File: config.mk
export PLATFORM = sky130hd
export DESIGN_NAME = oam_dma
export DESIGN_NICKNAME = d
export VERILOG_FILES = /design/src/rtl/oam_dma_pkg.sv /design/src/rtl/oam_dma.sv
export SDC_FILE = /design/constraint.sdc
export NUM_CORES = 1
export LEC_CHECK = 0
export ABC_AREA = 0
export CAP_MARGIN = 5
export CORE_UTILIZATION = 35
export CTS_CLUSTER_SIZE = 8
export DETAILED_ROUTE_END_ITERATION = 6
export HOLD_SLACK_MARGIN = 0.08
export PLACE_DENSITY_LB_ADDON = 0.1
export SYNTH_ARGS = -nofsm -noshare
export SYNTH_HDL_FRONTEND = slang
export SYNTH_SLANG_ARGS = --single-unit
File: constraint.sdc
create_clock -name clk -period 3.3 [get_ports clk]
set_input_delay 0.66 -clock clk [delete_from_list [all_inputs] [get_ports clk]]
set_output_delay 0.66 -clock clk [all_outputs]
set_load 0.01 [all_outputs]
File: src/rtl/oam_dma_pkg.sv
// Shared definitions for the OAM DMA engine: FSM state encoding, default
// bus addresses and a small state helper.
package oam_dma_pkg;

   // Transfer sequencer states, fixed encoding.
   typedef enum logic [2:0] {
      ST_IDLE  = 3'd0,
      ST_HALT  = 3'd1,
      ST_ALIGN = 3'd2,
      ST_READ  = 3'd3,
      ST_WRITE = 3'd4
   } dma_state_t;

   // CPU write address that starts a transfer (page register).
   localparam logic [15:0] DMA_TRIG_ADDR = 16'h4014;

   // Sprite memory data port that receives every DMA write.
   localparam logic [15:0] OAMDATA_ADDR  = 16'h2004;

   // The engine owns the bus and stalls the CPU in every state except IDLE.
   function automatic logic is_busy(input dma_state_t s);
      return (s != ST_IDLE);
   endfunction

endpackage

File: src/rtl/oam_dma.sv
// OAM DMA engine: a CPU write to the trigger address latches a source page
// and copies XFER_LEN bytes from {page,count} to OAMDATA_ADDR, one byte per
// READ/WRITE pair, while holding the CPU stalled.
// Build option: define OAM_DMA_ALIGN_EN to insert one ALIGN cycle after HALT
// when the free-running parity flop is 1 (odd-cycle start).
module oam_dma
   import oam_dma_pkg::dma_state_t;
   import oam_dma_pkg::ST_IDLE;
   import oam_dma_pkg::ST_HALT;
   import oam_dma_pkg::ST_ALIGN;
   import oam_dma_pkg::ST_READ;
   import oam_dma_pkg::ST_WRITE;
   import oam_dma_pkg::is_busy;
#(
   parameter logic [15:0] DMA_TRIG_ADDR = oam_dma_pkg::DMA_TRIG_ADDR,
   parameter logic [15:0] OAMDATA_ADDR  = oam_dma_pkg::OAMDATA_ADDR,
   parameter int unsigned XFER_LEN      = 256
)(
   input  logic        clk,
   input  logic        rst,
   input  logic [15:0] cpu_addr,
   input  logic [7:0]  cpu_wdata,
   input  logic        cpu_write,
   input  logic [7:0]  mem_rdata,
   output logic        stall,
   output logic        dma_active,
   output logic [15:0] dma_addr,
   output logic [7:0]  dma_wdata,
   output logic        dma_read,
   output logic        dma_write
);

`ifdef OAM_DMA_ALIGN_EN
   localparam logic ALIGN_EN = 1'b1;
`else
   localparam logic ALIGN_EN = 1'b0;
`endif

   // Index of the final byte; the transfer ends after writing this one.
   localparam logic [7:0] LAST_IDX = 8'(XFER_LEN - 1);

   dma_state_t  state_q, state_d;
   logic [7:0]  page_q,  page_d;
   logic [7:0]  count_q, count_d;
   logic [7:0]  data_q,  data_d;
   logic        parity_q, parity_d;
   logic        trigger;
   logic        busy;

   // A trigger is only a write to the page register; reads never start a transfer.
   always_comb begin
      trigger = cpu_write && (cpu_addr == DMA_TRIG_ADDR);
   end

   // Next-state logic for the sequencer, page/count registers, data latch and parity.
   always_comb begin
      state_d  = state_q;
      page_d   = page_q;
      count_d  = count_q;
      data_d   = data_q;
      parity_d = ~parity_q;
      case (state_q)
         ST_IDLE: begin
            if (trigger) begin
               state_d = ST_HALT;
               page_d  = cpu_wdata;
               count_d = 8'd0;
            end
         end
         ST_HALT: begin
            state_d = (ALIGN_EN && parity_q) ? ST_ALIGN : ST_READ;
         end
         ST_ALIGN: begin
            state_d = ST_READ;
         end
         ST_READ: begin
            state_d = ST_WRITE;
         end
         ST_WRITE: begin
            data_d  = mem_rdata;
            count_d = count_q + 8'd1;
            state_d = (count_q == LAST_IDX) ? ST_IDLE : ST_READ;
         end
         default: begin
            state_d = ST_IDLE;
         end
      endcase
   end

   // State and datapath registers; reset aborts any transfer outright.
   always_ff @(posedge clk or posedge rst) begin
      if (rst) begin
         state_q  <= ST_IDLE;
         page_q   <= 8'd0;
         count_q  <= 8'd0;
         data_q   <= 8'd0;
         parity_q <= 1'b0;
      end else begin
         state_q  <= state_d;
         page_q   <= page_d;
         count_q  <= count_d;
         data_q   <= data_d;
         parity_q <= parity_d;
      end
   end

   // Bus outputs decoded from the current state so reset clears them at once.
   always_comb begin
      busy       = is_busy(state_q);
      stall      = busy;
      dma_active = busy;
      dma_read   = 1'b0;
      dma_write  = 1'b0;
      dma_addr   = 16'h0000;
      dma_wdata  = data_q;
      case (state_q)
         ST_READ: begin
            dma_read = 1'b1;
            dma_addr = {page_q, count_q};
         end
         ST_WRITE: begin
            dma_write = 1'b1;
            dma_addr  = OAMDATA_ADDR;
            dma_wdata = mem_rdata;
         end
         default: begin
            dma_read = 1'b0;
         end
      endcase
   end

endmodule
=== Yosys cells after proc, flatten, opt, wreduce, memory -nomap -nowiden ===
Cells that the tools add are included.

* Input bits: 35
* Bits in registers: 27

* Reductions and logical operators: 7
* Add/subtract/negate cells: 1
* Equal/unequal tests: 7
* Mux-type cells: 9

{| class="wikitable"
|+ Operators by type and width
! operator !! number
|-
| $pmux 16 s2 || 1
|-
| $eq 16x15->1 const B || 1
|-
| $mux 8 || 2
|-
| $pmux 8 s2 || 1
|-
| $pmux 3 s4 || 1
|-
| $add 8x1->8 const B || 1
|-
| $eq 8x8->1 const B || 1
|-
| $eq 3x2->1 const B || 2
|-
| $reduce_and 2->1 || 2
|-
| $eq 3x1->1 const B || 1
|-
| $eq 3x3->1 const B || 1
|-
| $logic_not 3->1 || 1
|-
| $mux 3 || 1
|-
| $reduce_bool 3->1 || 1
|-
| $mux 1 || 2
|-
| $mux 2 || 1
|-
| $ne 2x2->1 const B || 1
|-
| $reduce_bool 2->1 || 1
|-
| $reduce_or 2->1 || 1
|-
| $logic_and 1x1->1 || 1
|}

=== Depth between registers and ports, before layout ===
* Depth in word-level cells: 4
* Mapped depth: 7
* Depth with buffers taken out: 5

=== Worst setup path before layout ===
OpenSTA, ideal clock, no wires.

* Kind: register -> output
* Start: register state_q[0]
* End: output dma_wdata[0]
* Path buffers: 4
* Arrival: 1520 ps
* Path slack: 1120 ps
* Stages on the path, launching flop included: 8
* Required time: 2640 ps
* Cell sequence: dfrtp_1 buf_2 or3b_1 clkbuf_1 buf_2 buf_1 nand2_1 nand2_1

* Longest elaborated chain between the ends: 2

{| class="wikitable"
|+ RTL lines
! element !! RTL line !! text
|-
| start, declared || oam_dma.sv:42 || <nowiki>dma_state_t state_q, state_d;</nowiki>
|-
| start signal, assigned || oam_dma.sv:99 || <nowiki>state_q <= state_d;</nowiki>
|-
| $eq 3x3->1 || oam_dma.sv:116 || <nowiki>case (state_q)</nowiki>
|-
| $mux 8 || n/a ||
|-
| end, declared || oam_dma.sv:28 || <nowiki>output logic [7:0] dma_wdata,</nowiki>
|}

No other way between the ends.

=== Final worst setup path ===
* Start: register state_q[0]
* End: output dma_wdata[2]

Same word-level chain as after synthesis.

==> metrics.md <==
| Metric | Value |
|---|---|
| Worst reg2reg path depth | 3 |
| Diodes inserted | 0 |
| Sw Share | 36.4% |
| CTS Hold Bufs | 0 |
| Worst-Margin Slew | 1020 ps |
| Final nets | 246 |
| TritonCTS clock tree | done |
| Layout area overhead | 49.6% |
| Vias | 1254 |
| Fmax | 357 MHz |
| Inserted Clock Buffers | 3 |
| Clk_lat worst skew | 270 ps |
| Slew headroom | 32.0% |
| Ys flop type | dfrtp_1 |
| CTS clk-pin slew, worst paths | 90 ps |
| Final period util | 84.8% |
| Core Box Area | 3740 um2 |
| Ys async rst share | 100% |
| Post-synth top area cell | dfrtp_1 |
| GRT busiest layer | met2 |
| Worst Hold Class | reg -> reg |
| # Post-CTS Setup Buffers | 0 |
| Syn avg cell area | 9.37 um2 |
| Path type of the worst setup path | reg -> out |
| M2 GR Usage | 32.6% |
| Clock power frac | 13.3% |
| Clk buf depth | 2 |
| DRT iter0 DRCs | 18 |
| Routed WL per cell | 12.9 um |
| Power after layout | 0.00142 W |
| Port bufs | 62 |
| Sequential Power Share | 39.6% |
| CP Capture Type | primary output |
| Grt total ovfl | 0 |
| Initial Util | 37.3% |
| EDFF count, synth | 0 |
| Startpoint Class | register |
| DRC viols | 0 |
| Synth Warn # | 0 |
| Critical Path Fanout Max | 16 |
| Net Switching | 0.000516 W |
| Largest net degree at the start of global routing | 28 |
| Final Critical Period | 2800 ps |
| Post-synth cell types | 36 |
| Final Slew Violations | 0 |
| Root Driver | clkbuf_8 |
| Static Leak | 0.919 nW |
| Met3 GRT Util | 2.08% |
| Fin worst setup slack | 502 ps |
| # clock sinks | 27 |
| Peak supply drop | 0.000360 V |
| Top post-synthesis cells by area | dfrtp_1 (48%), nand2_1 (10%), and2_1 (6.3%), mux2_2 (4.8%), o21ai_0 (2.5%) |
| Hold depth | 2 |
| Synth Cell Area | 1400 um2 |
| Die Y | 65.2 um |
| WHS | 483 ps |
| Met1 Usage GRT | 19.1% |
| Arrival time worst endpoint | 2140 ps |
| Antenna violations before repair | 0 |
| Vias in the first global route | 1293 |
| Status | finished clean |
| Net Count, Synth | 185 |
| GPL Wtd Cong | 0.697 |
| Routed wire length | 3310 um |
| Cts repair resizes | 0 |
| Sequential fraction of the synthesis area | 48.4% |
| Final ANT Viol Nets | 0 |
| #FFs+latches synth | 27 |
| Hpwl dp | 2480 um |
| Die Area | 4250 um2 |
| Clock Skew | 3.84 ps |
| # rows | 22 |
| RSZ-0062 raised after global routing | false |
| Final setup viols | 0 |
| All-Layer GR Usage | 16.9% |
| Cells after Synth | 149 |
| Data required time of the worst path | 2640 ps |
| Hold Fails Final Rpt | 0 |
| Combinational Power Share | 47.1% |
| Drt via density | 4.88 |
| TritonRoute pass-1 iters | 4 |
| Final setup TNS | 0 ps |
| Maxcap violations | 0 |
| Global-route wire length before repair | 5630 um |
| Setup WS pre-CTS | 720 ps |
| Power per cell area | 679 nW/um2 |
| Post-synth top area share | 48.4% |
| Internal | 0.000902 W |
| H-Tree Depth | 1 |
| Chip width | 65.2 um |
| Layout cells sized above 1 | 8.61% |
| I/O pins | 63 |
[sequential cells by signal (all words and copies together) (netlist names)]
register  cells
state_q       3
count_q       8
data_q        8
page_q        8
[final timing paths]
check,slack (ps),end,startpoint
max,500,dma_wdata[2],state_q[0]
min,480,data_q[1],data_q[1]
min reg2reg,480,data_q[1],data_q[1]
max in group asynchronous,1760,state_q[2],rst
max reg2reg,1430,page_q[7],state_q[2]
min in group asynchronous,930,data_q[2],rst
[metrics by stage]
stage          util (%)  cell area, um2  std cells
2_1_floorplan         -            1400        149
3_3_place_gp       54.6            2040        253
6_report           55.8            2090        257
5_1_grt            55.8            2090        257
4_1_cts            55.8            2090        257
3_5_place_dp       54.6            2040        253
[synthesized netlist by cell type (2+ instances only)]
cell type  instances
a21oi_1            2
dfrtp_1           27
nand3_1            4
clkbuf_1           2
nor4_1             3
nand2_1           39
nor2_1             6
mux2_2             6
or3_1              2
o211ai_1           4
buf_2              3
buf_6              2
nor2b_1            3
and2_1            14
o21ai_0            7
nand4_1            4
mux2_4             2
[area by class of cell]
cell class,instances,area [um2]
fillers,362,1660
flip-flops and latches,27,676
multi-input cells,111,657
repair buffers,65,643
well taps,48,60.1
clock buffers,4,45.0
inverters,2,7.51
[power by group through the flow]
stage / logic, W / clock network, W / registers (W)
final: 0.000668 / 0.000189 / 0.000562
after global routing: 0.000743 / 0.000205 / 0.000582
after CTS: 0.000680 / 0.000195 / 0.000563
after detailed placement: 0.000673 / 0 / 0.000570
after global placement: 0.000661 / 0 / 0.000562
after floorplan: 0.000390 / 0 / 0.000524
[per-layer routing]
metal,vias up,part of all wire [%]
li1,620,-
met5,-,0
met2,35,53
met1,595,42
met3,4,4.0
met4,0,1.0
[cell families after synthesis]
logic type	after synthesis	synth area share, %
XOR/XNOR	2	1.25
AND/OR/NAND/NOR	85	31.4
AO/OA/AOI/OAI	15	6.54
adder cells (fa/ha/maj)	1	0.896
multiplexers	8	6.99
flip-flops	27	48.4
buffers and inverters	11	4.57
[worst max-delay path, stage by stage (launching register included)]
cell and delay [ps]:
dfrtp_1 460, or3b_1 430, inv_2 240, nand2_1 100, nand2_1 80, clkdlybuf4s50_1 540
[cell usage in the layout (no fill, tap or decap)]
cell and count:
o21bai_1 1, clkbuf_1 1, nor4_1 3, clkbuf_8 3
and2_1 14, a21oi_1 2, or3_4 1, nor3_1 1
xor2_1 1, inv_1 1, inv_2 1, buf_4 3
nand3_1 4, or2b_1 1, nor3b_1 1, dfrtp_1 27
or3_1 2, ha_1 1, or4_1 1, xnor2_1 1
nor4bb_1 1, or2_2 1, o211ai_1 4, a211o_1 1
and3_1 1, clkdlybuf4s50_1 62, nor2b_1 3, o21ai_0 7
mux2_2 6, or3b_1 1, nor3_4 1, mux2_4 2
nand4_1 4, nand2_1 39, nor2_1 6
(Power assumes the default switching activity.)
